==> src/rtl/barrelshifter_pipe.sv <==
// Pipelined barrel shifter: one registered stage per shift-amount bit, with a global stall and flush.
// Optional sticky output (OR of bits shifted out by SRL/SRA) when BARRELSHIFTER_PIPE_STICKY_EN is defined.
module barrelshifter_pipe #(
  parameter int WIDTH = 16
) (
  input  logic                       aclk,
  input  logic                       aresetn,
  input  logic                       rx_enable,
  input  logic                       rx_flush,
  input  logic                       rx_valid,
  output logic                       rx_ready,
  input  logic [2:0]                 rx_op,
  input  logic [WIDTH-1:0]           rx_input,
  input  logic [$clog2(WIDTH)-1:0]   rx_coeff,
  output logic                       tx_valid,
  input  logic                       tx_ready,
  output logic [WIDTH-1:0]           tx_shift
`ifdef BARRELSHIFTER_PIPE_STICKY_EN
  ,
  output logic                       tx_sticky
`endif
);

  localparam int LOG2W = $clog2(WIDTH);

  localparam logic [2:0] OP_SLL = 3'b001;
  localparam logic [2:0] OP_SRL = 3'b010;
  localparam logic [2:0] OP_SRA = 3'b011;
  localparam logic [2:0] OP_ROL = 3'b100;
  localparam logic [2:0] OP_ROR = 3'b101;

  // A stall freezes every stage at once, so bubbles are never squeezed out.
  logic advance;
  assign advance  = rx_enable & (~tx_valid | tx_ready);
  assign rx_ready = advance;

  genvar k;
  for (k = 0; k < LOG2W; k++) begin : g_stage
    localparam int AMT = 1 << k;
    localparam logic [LOG2W-1:0] SEL_BIT = LOG2W'(1) << k;

    logic [WIDTH-1:0] d_in;
    logic [WIDTH-1:0] d_shift;
    logic [WIDTH-1:0] data_q;
    logic [2:0]       op_in;
    logic [LOG2W-1:0] coeff_in;
    logic             v_in;
    logic             valid_q;
    logic             sel;
`ifdef BARRELSHIFTER_PIPE_STICKY_EN
    localparam logic [WIDTH-1:0] LOW_MASK = (WIDTH'(1) << AMT) - WIDTH'(1);
    logic sticky_in;
    logic sticky_q;
`endif

    if (k == 0) begin : g_src
      assign d_in     = rx_input;
      assign op_in    = rx_op;
      assign coeff_in = rx_coeff;
      assign v_in     = rx_valid;
`ifdef BARRELSHIFTER_PIPE_STICKY_EN
      assign sticky_in = 1'b0;
`endif
    end else begin : g_src
      assign d_in     = g_stage[k-1].data_q;
      assign op_in    = g_stage[k-1].g_carry.op_q;
      assign coeff_in = g_stage[k-1].g_carry.coeff_q;
      assign v_in     = g_stage[k-1].valid_q;
`ifdef BARRELSHIFTER_PIPE_STICKY_EN
      assign sticky_in = g_stage[k-1].sticky_q;
`endif
    end

    assign sel = |(coeff_in & SEL_BIT);

    always_comb begin
      d_shift = d_in;
      if (sel) begin
        case (op_in)
          OP_SLL:  d_shift = d_in << AMT;
          OP_SRL:  d_shift = d_in >> AMT;
          OP_SRA:  d_shift = $unsigned($signed(d_in) >>> AMT);
          OP_ROL:  d_shift = (d_in << AMT) | (d_in >> (WIDTH - AMT));
          OP_ROR:  d_shift = (d_in >> AMT) | (d_in << (WIDTH - AMT));
          default: d_shift = d_in;
        endcase
      end
    end

    // Flush only kills valid bits; data may keep stale contents.
    always_ff @(posedge aclk or negedge aresetn) begin
      if (!aresetn) begin
        data_q  <= '0;
        valid_q <= 1'b0;
      end else begin
        if (advance) data_q <= d_shift;
        if (rx_flush)     valid_q <= 1'b0;
        else if (advance) valid_q <= v_in;
      end
    end

`ifdef BARRELSHIFTER_PIPE_STICKY_EN
    always_ff @(posedge aclk or negedge aresetn) begin
      if (!aresetn) begin
        sticky_q <= 1'b0;
      end else if (advance) begin
        sticky_q <= sticky_in |
                    (sel & ((op_in == OP_SRL) | (op_in == OP_SRA)) & (|(d_in & LOW_MASK)));
      end
    end
`endif

    // The last stage has no successor, so it carries no op or coeff forward.
    if (k < LOG2W - 1) begin : g_carry
      logic [2:0]       op_q;
      logic [LOG2W-1:0] coeff_q;

      always_ff @(posedge aclk or negedge aresetn) begin
        if (!aresetn) begin
          op_q    <= 3'b000;
          coeff_q <= '0;
        end else if (advance) begin
          op_q    <= op_in;
          coeff_q <= coeff_in;
        end
      end
    end
  end

  assign tx_valid = g_stage[LOG2W-1].valid_q;
  assign tx_shift = g_stage[LOG2W-1].data_q;
`ifdef BARRELSHIFTER_PIPE_STICKY_EN
  assign tx_sticky = g_stage[LOG2W-1].sticky_q;
`endif

endmodule

==> config.mk <==
export PLATFORM = sky130hd
export DESIGN_NAME = barrelshifter_pipe
export DESIGN_NICKNAME = d
export VERILOG_FILES = /design/src/rtl/barrelshifter_pipe.sv
export SDC_FILE = /design/constraint.sdc
export NUM_CORES = 1
export LEC_CHECK = 0
export BUFFER_PORTS_ARGS = -buffer_cell sky130_fd_sc_hd__buf_4
export CORE_MARGIN = 2
export CORE_UTILIZATION = 55
export CTS_BUF_LIST = sky130_fd_sc_hd__clkbuf_8
export DETAILED_ROUTE_END_ITERATION = 16
export PLACE_DENSITY = 0.75
export REMOVE_ABC_BUFFERS = 1
export SYNTH_ARGS = -nofsm -noshare
export SYNTH_HDL_FRONTEND = slang
export SYNTH_SLANG_ARGS = --single-unit
==> constraint.sdc <==
create_clock -name aclk -period 2 [get_ports aclk]
set_input_delay 0.2 -clock aclk [delete_from_list [all_inputs] [get_ports aclk]]
set_output_delay 0.2 -clock aclk [all_outputs]
set_load 0.01 [all_outputs]
# After elaboration in Yosys (flattened, before gate mapping)
# Cells that the tools add are included.
# word_totals
ramBits,0
mem_count,0
in_bits,29
latchBits,0
out_inout_bits,18
rom_bits,0
wordCells,62
register_bits,89
# classes
addsub,0
n_eq_ne,20
n_shift,0
multipliers,0
n_reduce_logical,2
bitwise_logic,10
n_mux,16
n_div,0
magnitude_cmp,0
# op_table
operator,n
$pmux 16 s5,3
$mux 16,4
$pmux 16 s4,1
$eq 3x2->1 const B,8
$eq 3x3->1 const B,8
$or 12x16->16,1
$or 14x16->16,1
$or 15x16->16,1
$or 16x1->16,1
$or 16x2->16,1
$or 16x4->16,1
$or 8x16->16,1
$eq 3x1->1 const B,4
$mux 1,8
$reduce_bool 2->1,1
$reduce_or 2->1,1
$and 1x1->1,1
$not 1->1,1
$or 1x1->1,1

# Depth between registers and ports, before layout
# Gate-level depths: netlist (run 1).
# depth
word_depth,5
ltp_mapped,7
depth_no_buf,5

# Least setup slack after synthesis (run 1)
# No wires, ideal clock.
# synth_path
kind,register -> register
from,register g_stage[0].g_carry.op_q[2]
to,register g_stage[1].data_q[11]
slack_ps,525
path_stages_with_launch,6
period_less_slack_ps,1475
setup_ps,128
t_arrival_ps,1347
cell_sequence,dfrtp_1 -> buf_6 -> mux2_4 -> a221o_1 -> a32oi_1 -> a21oi_1
# synth_via
elab_chain_len,3
word_cells_on_any_way,7
# synth_rtl
element,line_no,source
from (decl),115,logic [2:0] op_q;
from (signal assigned),123,op_q <= op_in;
$eq 3x3->1 (tied with other cells),79,case (op_in)
$pmux 16 s5 (*),79,
$mux 16 (*),78,if (sel) begin
to (signal assigned),96,if (advance) data_q <= d_shift;
to (decl),44,logic [WIDTH-1:0] data_q;
# Mark *: on every way between the ends. The rest lies on a longest branch, timed or not.
# A chain may end at the register's enable or synchronous reset.

# Worst setup path in the final report (run 1)
# layout_path
from,register g_stage[0].g_carry.op_q[2]
to,register g_stage[1].data_q[4]
# Same word-level chain as after synthesis.

==> results of run 1 <==
registers in the layout, indices dropped and copies added (netlist names):
| name | count |
|---|---|
| g_stage.data_q | 48 |
| g_stage.valid_q | 3 |
| tx_shift | 16 |
| g_stage.g_carry.op_q | 9 |
| tx_valid | 1 |
| g_stage.g_carry.coeff_q | 6 |
placed cells by master, fill, tap and decap left out, types with 4 or more instances in the layout:
master	count
o21ai_1	14
nand2b_1	7
inv_1	18
a221oi_1	12
nor3_1	8
mux2i_1	16
a21o_1	8
clkbuf_8	10
o21ai_0	72
a32oi_1	9
and2_1	4
a21oi_1	42
o21a_1	11
nand3_1	7
dfrtp_1	83
a211oi_1	8
buf_4	58
a311oi_1	6
nor2_1	58
o311a_1	6
nor2b_1	6
a221o_1	13
o22ai_1	9
a22oi_1	6
nand2_1	104
cells by family (layout without fill, tap and decap cells):
logic type | after synthesis | after routing | share of synthesized area
muxes | 19 | 19 | 0.0393
AOI/OAI and AO/OA | 238 | 238 | 0.309
xor gates and xnor gates | 6 | 6 | 0.0146
buffers and inverters | 72 | 98 | 0.0673
DFF | 83 | 83 | 0.405
and+or+nand+nor | 201 | 201 | 0.165
worst max-delay path: cells and delay by family (launching register included):
family / cells / cell delay (ns)
flops: 1 / 0.70
mux: 1 / 0.42
compound gates: 3 / 0.61
cell type report:
type / instances / area, um^2 / area share
sequential: 83 / 2080 / 0.364
multi-input combinational: 464 / 2720 / 0.475
inverter: 19 / 71.3 / 0.0125
tap: 111 / 139 / 0.0243
timing repair buffer: 63 / 515 / 0.0902
clock buffer: 10 / 138 / 0.0241
clock inverter: 6 / 56.3 / 0.00986
where the power goes:
group	total (mW)	switching (mW)	internal, mW
clock	1.20	0.599	0.600
combinational	1.31	0.717	0.596
sequential	2.27	0.315	1.96
metrics by stage:
step,cells,hold WS [ns],total power [mW]
finish,756,0.0180,4.79
global route,756,0.0134,5.10
CTS,756,0.0131,4.79
detailed placement,738,0.218,3.60
global placement,738,0.214,3.56
floorplan,566,-0.0956,3.05
final timing paths:
path | start | endpoint | slack, ns | cells after the start
min in group asynchronous | aresetn | tx_shift[14] | 0.36 | 2
min | rx_coeff[3] | g_stage[0].g_carry.coeff_q[3] | 0.02 | 3
max reg2reg | g_stage[0].g_carry.op_q[2] | g_stage[1].data_q[4] | 0.17 | 4
max in group asynchronous | aresetn | g_stage[0].data_q[8] | 1.05 | 3
min reg2reg | g_stage[1].g_carry.coeff_q[3] | g_stage[2].g_carry.coeff_q[3] | 0.47 | 2
max | g_stage[0].g_carry.op_q[2] | g_stage[1].data_q[4] | 0.17 | 4
repair_timing:
action / CTS / global route
endpoints found under the setup margin: 0 / 1
endpoints found under the hold margin: 41 / 0
gates resized for setup: 0 / 1
hold buffers: 2 / 0
routing by layer:
metal | wire length [um] | vias up
li1 | - | 2271
met1 | 5190 | 2171
met2 | 6070 | 175
met3 | 575 | 34
met4 | 290 | 0
met5 | 0 | -
synth_stat cells (11+ instances only):
library cell,number,share of area
a221oi_1,12,0.020
o21ai_1,14,0.014
buf_2,21,0.020
dfrtp_1,83,0.41
o21ai_0,72,0.070
nand2_1,104,0.076
mux2i_1,16,0.031
a21oi_1,43,0.042
clkbuf_1,24,0.018
o21a_1,11,0.016
nor2_1,58,0.042
a221o_1,13,0.025
inv_1,17,0.012
==> reports/summary.txt, run 1 <==
Initial antenna violation count = 0
DRC violations left = 0
Max Cap Viol = 0
Slew margin rel. = 0.603
Library cells used by synthesis = 51
Crit path max fanout = 15
Slew Viols, Final = 0
Worst skew pair latency = 0.36 ns
Cell area after layout = 5710 um^2
Final core area utilization = 0.624
Ys async rst share = 1.00
Worst-path clk slew = 0.09 ns
Starting DRT DRC Count = 284
DPL Wire Length = 8420 um
Critical path's slowest cell = dfrtp_1
Share of post-route cells with drive strength above 1 = 0.143
Wire per inst = 16.0 um
Critical-path cell list = mux2_2 > a221o_1 > a32oi_1 > o21ai_1
Crit start category = flip-flop
Leakage = 2.51 nW
Io pins = 47
GRT met2 Usage = 0.445
Initial core utilization = 0.560
Vias in the first global route = 4302
Clock sink total = 83
Core Area = 9150 um^2
First-pass GRT wire length = 20400 um
Total GRT Usage = 0.249
FP Rows = 35
H-tree Lvls = 3
Die X = 101 um
Largest net degree at the start of global routing = 66
Pwr dens = 838 nW/um^2
Crit path kind = flip-flop to flip-flop
# setup viols final = 0
RD Place Congestion = 0.875
Busiest layer in global routing = met2
CTS tree = built
Req. time, crit path = 2.25 ns
Critical path endpoint category = flip-flop
Fin crit share = 0.917
Via density = 6.15
Mean Syn Cell Area = 8.28 um^2
RSZ-0062 raised after global routing = false
Area Growth Syn to Fin = 11.4%
Mapped cell area = 5130 um^2
Setup TNS = 0 ns
Final antenna-violating net count = 0
Setup slack at placement = 0.254 ns
Max Fclk = 546 MHz
N_diodes = 0
Sequential fraction of the synthesis area = 0.405
GRT met3 Usage = 0.0423
Worst-case clock skew = 0.0121 ns
IO Port Bufs = 46
Synth Flop Type = dfrtp_1
Worst-Margin Slew = 0.593 ns
VDD IR max = 365 uV
Post-synth EDFFs = 0
Placement Cell Area = 5500 um^2
Clock tree buffer depth = 2
Grt ovf = 0
HP Class = input pin to flip-flop
Initial DRT Pass Iterations = 6
Number of synthesized register bits = 83
Post-CTS Setup Inserts = 0
Final min period = 1.83 ns
Nets@finish = 669
WL final = 12100 um
GRT met1 Usage = 0.294
Fin. Hold Viols = 0
TritonCTS buffer count = 9
Via count = 4651
Syn. warnings = 0
Fillers = 827
Crit path DAT = 2.08 ns
Die ar. = 10100 um^2
Die Height = 101 um
CP max stage delay = 0.70 ns
PnR worst setup slack = 0.167 ns
Synthesized instance count = 619
Root Driver = clkbuf_8
Outcome = complete, no violations
(Power assumes the default switching activity.)
==> run 2: changes to the inputs <==
--- a/config.mk
+++ b/config.mk
@@ -10,6 +10,7 @@
 export CORE_UTILIZATION = 55
 export CTS_BUF_LIST = sky130_fd_sc_hd__clkbuf_8
 export DETAILED_ROUTE_END_ITERATION = 16
+export GPL_TIMING_DRIVEN = 0
 export PLACE_DENSITY = 0.75
 export REMOVE_ABC_BUFFERS = 1
 export SYNTH_ARGS = -nofsm -noshare
==> reports/summary.txt, run 2 (same netlist as run 1, synthesis figures left out) <==
Largest Register = g_stage.data_q (unchanged)
Initial DRT Pass Iterations = 5 (was 6)
Slew margin rel. = 0.335 (was 0.603)
Fillers = 824 (was 827)
Worst skew pair latency = 0.35 ns (was 0.36 ns)
Largest net degree at the start of global routing = 95 (was 66)
Max Fclk = 528 MHz (was 546 MHz)
Worst-path clk slew = 0.08 ns (was 0.09 ns)
Pwr dens = 857 nW/um^2 (was 838 nW/um^2)
Worst-Margin Slew = 0.997 ns (was 0.593 ns)
Max FFs per register = 48 (unchanged)
DRC violations left = 0 (unchanged)
Starting DRT DRC Count = 249 (was 284)
Via count = 4603 (was 4651)
TritonCTS buffer count = 9 (unchanged)
Vias in the first global route = 4257 (was 4302)
Reg2Reg Depth = 4 (unchanged)
Leakage = 2.44 nW (was 2.51 nW)
FP Rows = 35 (unchanged)
Grt ovf = 0 (unchanged)
Wire per inst = 16.0 um (about the same)
Placed Cells = 725 (was 738)
Most common cell after layout, fill and taps aside = nand2_1 (unchanged)
Fin. Hold Viols = 0 (unchanged)
Core Area = 9150 um^2 (unchanged)
Area Growth Syn to Fin = 9.44% (was 11.4%)
Crit start category = flip-flop (unchanged)
Root Driver = clkbuf_8 (unchanged)
Post-CTS Setup Inserts = 0 (unchanged)
Share of post-route cells with drive strength above 1 = 0.135 (was 0.143)
Critical path endpoint category = flip-flop (unchanged)
Via density = 6.21 (was 6.15)
Req. time, crit path = 2.24 ns (was 2.25 ns)
FF-to-FF End = g_stage[1].data_q[4] (unchanged)
Clock tree buffer depth = 2 (unchanged)
Layout Cells excl Fill = 741 (was 756)
Crit path max fanout = 30 (was 15)
Die ar. = 10100 um^2 (unchanged)
N_diodes = 0 (unchanged)
Io pins = 47 (unchanged)
Clock sink total = 83 (unchanged)
Crit path DAT = 2.13 ns (was 2.08 ns)
Cts hold-fix bufs = 0 (was 2)
Most frequent cells in the layout = 104 x nand2_1, 77 x dfrtp_1, 72 x o21ai_0 (was 104 x nand2_1, 83 x dfrtp_1, 72 x o21ai_0)
Crit path kind = flip-flop to flip-flop (unchanged)
First-pass GRT wire length = 20000 um (was 20400 um)
WL final = 11800 um (was 12100 um)
Initial core utilization = 0.560 (unchanged)
Die X = 101 um (unchanged)
VDD IR max = 396 uV (was 365 uV)
R2R setup slack = 0.11 ns (was 0.17 ns)
HP Class = input pin to async pin (was input pin to flip-flop)
Worst-case clock skew = 0.00605 ns (was 0.0121 ns)
Slew Viols, Final = 0 (unchanged)
RSZ-0062 raised after global routing = false (unchanged)
Final min period = 1.89 ns (was 1.83 ns)
Die Height = 101 um (unchanged)
Final core area utilization = 0.613 (was 0.624)
Total GRT Usage = 0.243 (was 0.249)
CTS tree = built (unchanged)
Outcome = complete, no violations (unchanged)
Initial antenna violation count = 0 (unchanged)
RD Place Congestion = 0.894 (was 0.875)
# setup viols final = 0 (unchanged)
IO Port Bufs = 46 (unchanged)
Nets@finish = 654 (was 669)
Final antenna-violating net count = 0 (unchanged)
DPL Wire Length = 7930 um (was 8420 um)
Fin crit share = 0.947 (was 0.917)
H-tree Lvls = 3 (unchanged)
Max Cap Viol = 0 (unchanged)
R2r startpoint = g_stage[0].g_carry.op_q[2] (unchanged)
==> run 2: changes by cell type in the layout (fill, tap and decap cells not counted) <==
cell | previous run | this run
clkinv_2 | 3 | 4
dfrtp_1 | 83 | 77
clkinvlp_4 | 1 | 0
buf_4 | 58 | 46
dfrtp_2 | 0 | 6
inv_2 | 2 | 1
inv_8 | 0 | 1
clkbuf_8 | 10 | 9
buf_12 | 3 | 2
dlygate4sd3_1 | 2 | 0
bufinv_16 | 1 | 2
==> run 2: layout make-up <==
cell class,count,area [um^2],share of cell area
timing repair buffer,48,385,0.0687
sequential,83,2080,0.371
multi-input combinational,464,2720,0.484
tap,111,139,0.0247
clock buffer,9,124,0.0221
clock inverter,7,83.8,0.0149
inverter,19,78.8,0.0140
==> run 2: what timing repair did <==
item,CTS,global route
pin swaps,0,1
cloned,0,0
endpoints found under the setup margin,50,17
resized for setup,7,4
==> run 2: stage by stage <==
step | total power, mW | setup WS (ns) | hold WS (ns) | TNS [ns] | area [um^2]
after floorplan | 3.05 | -1.62 | -0.0956 | -116.69 | 4850
after global placement | 3.49 | -3.21 | 0.379 | -239.00 | 5340
after detailed placement | 3.55 | -0.314 | 0.388 | -8.38 | 5390
after CTS | 4.83 | 0.0617 | 0.00554 | 0 | 5610
after global routing | 5.12 | 0.00757 | 0.0134 | 0 | 5610
final | 4.81 | 0.107 | 0.00859 | 0 | 5610
==> run 2: critical path, stage by stage (launching register included) <==
cell     delay [ns]
dfrtp_2        0.74
mux2_2         0.40
a221o_1        0.30
a32oi_1        0.24
o21ai_1        0.08
==> run 2: how the worst max path moves through the flow <==
stage / from / to / cells past startpoint
4_1_cts: tx_valid / rx_ready / 4
6_report: g_stage[0].g_carry.op_q[2] / g_stage[1].data_q[4] / 4
2_1_floorplan: tx_valid / g_stage[0].data_q[12] / 5
5_1_grt: g_stage[0].g_carry.op_q[1] / g_stage[1].data_q[10] / 4
3_5_place_dp: tx_valid / g_stage[1].data_q[2] / 5
3_3_place_gp: tx_valid / g_stage[1].data_q[2] / 5
==> run 2: where the power goes <==
group | leakage [nW] | internal [mW] | switching, mW | total (mW)
registers | 0.994 | 1.96 | 0.380 | 2.34
logic | 1.33 | 0.561 | 0.633 | 1.19
clock network | 0.114 | 0.690 | 0.586 | 1.28
==> run 2: routing by layer <==
metal	global-route usage	wire (um)	up-vias
met5	0	0	-
met4	0.112	252	0
met3	0.0270	559	27
met2	0.429	6080	172
met1	0.297	4930	2170
li1	-	-	2234
==> run 3: changes to the inputs <==
--- a/config.mk
+++ b/config.mk
@@ -7,11 +7,10 @@
 export LEC_CHECK = 0
 export BUFFER_PORTS_ARGS = -buffer_cell sky130_fd_sc_hd__buf_4
 export CORE_MARGIN = 2
-export CORE_UTILIZATION = 55
+export CORE_UTILIZATION = 25
 export CTS_BUF_LIST = sky130_fd_sc_hd__clkbuf_8
 export DETAILED_ROUTE_END_ITERATION = 16
 export GPL_TIMING_DRIVEN = 0
-export PLACE_DENSITY = 0.75
 export REMOVE_ABC_BUFFERS = 1
 export SYNTH_ARGS = -nofsm -noshare
 export SYNTH_HDL_FRONTEND = slang
==> reports/summary.txt, run 3 (same netlist as run 1, synthesis figures left out) <==
Reg2Reg Depth = 4 (unchanged)
Flop pwr share = 0.490 (was 0.487)
Max Fclk = 532 MHz (was 528 MHz)
Leakage = 2.48 nW (was 2.44 nW)
Grt ovf = 0 (unchanged)
Worst hold slack = 0.00421 ns (was 0.00859 ns)
Cell area after layout = 5890 um^2 (was 5610 um^2)
FP Rows = 52 (was 35)
Worst skew pair latency = 0.36 ns (was 0.35 ns)
Comb pwr share = 0.253 (was 0.248)
Switching share of power = 0.341 (was 0.332)
RSZ-0062 raised after global routing = false (unchanged)
Placement Cell Area = 5580 um^2 (was 5390 um^2)
Crit path DAT = 2.12 ns (was 2.13 ns)
Setup TNS = 0 ns (unchanged)
Pwr dens = 815 nW/um^2 (was 857 nW/um^2)
CTS tree = built (unchanged)
DRC violations left = 0 (unchanged)
Nets@finish = 659 (was 654)
Max FFs per register = 48 (unchanged)
Layout Cells excl Fill = 904 (was 741)
Fin crit share = 0.940 (was 0.947)
IO Port Bufs = 46 (unchanged)
# setup viols final = 0 (unchanged)
Core Area = 20200 um^2 (was 9150 um^2)
Total GRT Usage = 0.120 (was 0.243)
Placed Cells = 884 (was 725)
Vias in the first global route = 4017 (was 4257)
Crit path max fanout = 30 (unchanged)
Area Growth Syn to Fin = 14.9% (was 9.44%)
PnR worst setup slack = 0.121 ns (was 0.107 ns)
Most common cell after layout, fill and taps aside = nand2_1 (unchanged)
HP Class = input pin to async pin (unchanged)
Crit path kind = flip-flop to flip-flop (unchanged)
Max Cap Viol = 0 (unchanged)
WL final = 13000 um (was 11800 um)
Worst-path clk slew = 0.08 ns (about the same)
Wire per inst = 14.4 um (was 16.0 um)
Via density = 4.93 (was 6.21)
Largest net degree at the start of global routing = 95 (unchanged)
Setup slack at placement = -0.781 ns (was -0.314 ns)
Outcome = complete, no violations (unchanged)
TritonCTS buffer count = 9 (unchanged)
Most frequent cells in the layout = 104 x nand2_1, 77 x dfrtp_1, 72 x o21ai_0 (unchanged)
Die Height = 147 um (was 101 um)
Slew margin rel. = 0.302 (was 0.335)
Crit start category = flip-flop (unchanged)
Worst-Margin Slew = 1.05 ns (was 0.997 ns)
P_int = 3.16 mW (was 3.21 mW)
Initial core utilization = 0.254 (was 0.560)
First-pass GRT wire length = 21700 um (was 20000 um)
Fin. Hold Viols = 0 (unchanged)
Clock tree buffer depth = 2 (unchanged)
H-tree Lvls = 3 (unchanged)
Slew Viols, Final = 0 (unchanged)
Clock sink total = 83 (unchanged)
Clock power frac = 0.256 (was 0.265)
Fillers = 2181 (was 824)
Starting DRT DRC Count = 398 (was 249)
Cts hold-fix bufs = 0 (unchanged)
Initial antenna violation count = 0 (unchanged)
Via count = 4456 (was 4603)
Io pins = 47 (unchanged)
Root Driver = clkbuf_8 (unchanged)
Die ar. = 21700 um^2 (was 10100 um^2)
DPL Wire Length = 8370 um (was 7930 um)
Final min period = 1.88 ns (was 1.89 ns)
Initial DRT Pass Iterations = 5 (unchanged)
Critical path endpoint category = flip-flop (unchanged)
Final antenna-violating net count = 0 (unchanged)
Req. time, crit path = 2.24 ns (about the same)
Worst-case clock skew = 0.00545 ns (was 0.00605 ns)
Largest Register = g_stage.data_q (unchanged)
Switching power = 1.64 mW (was 1.60 mW)
VDD IR max = 245 uV (was 396 uV)
Share of post-route cells with drive strength above 1 = 0.139 (was 0.135)
N_diodes = 0 (unchanged)
RD Place Congestion = 0.835 (was 0.894)
Die X = 147 um (was 101 um)
## run 3: layout make-up
| class | count | area, um^2 | share of cell area |
|---|---|---|---|
| timing repair buffer | 53 | 469 | 0.0797 |
| sequential | 83 | 2080 | 0.354 |
| clock inverter | 4 | 42.5 | 0.00722 |
| clock buffer | 11 | 151 | 0.0257 |
| multi-input combinational | 464 | 2720 | 0.461 |
| tap | 270 | 338 | 0.0574 |
| inverter | 19 | 87.6 | 0.0149 |
## run 3: power groups by stage
stage	Sequential [mW]	Combinational, mW	Clock (mW)
floorplan	2.30	0.747	0
global route	2.42	1.37	1.34
detailed placement	2.38	1.19	0
global placement	2.37	1.17	0
finish	2.36	1.22	1.23
CTS	2.35	1.21	1.26
## run 3: routing by layer
layer  up-vias  global-route usage  routed length [um]
met1      2085               0.182                6620
met3         8              0.0280                 609
met5         -                   0                   0
met2       107               0.174                5670
met4         0              0.0221                  90
li1       2256                   -                   -
## run 3: final timing paths
path,from,end,slack (ns)
min in group aclk,rx_flush,g_stage[0].valid_q,0.01
hold reg to reg,g_stage[0].g_carry.coeff_q[2],g_stage[1].g_carry.coeff_q[2],0.47
hold / removal,aresetn,tx_shift[4],0.004
max in group asynchronous,aresetn,g_stage[0].g_carry.op_q[2],1.23
setup / recovery,g_stage[0].g_carry.op_q[2],g_stage[1].data_q[4],0.12
setup reg to reg,g_stage[0].g_carry.op_q[2],g_stage[1].data_q[4],0.12
## run 3: metrics by stage
stage | utilization | total power, mW
2_1_floorplan | - | 3.05
3_3_place_gp | 0.275 | 3.55
3_5_place_dp | 0.277 | 3.58
4_1_cts | 0.289 | 4.81
5_1_grt | 0.292 | 5.13
6_report | 0.292 | 4.80
## run 3: worst max-delay path, cell delays in order (launching register included)
cell	delay (ns)
dfrtp_2	0.72
mux2_2	0.40
a221o_1	0.29
a32oi_1	0.27
o21ai_1	0.09
## run 3: timing repair
item	4_1_cts	5_1_grt
gates cloned	0	2
pin swaps	1	1
setup buffers	1	2
endpoints found under the setup margin	80	16
resized for setup	12	2
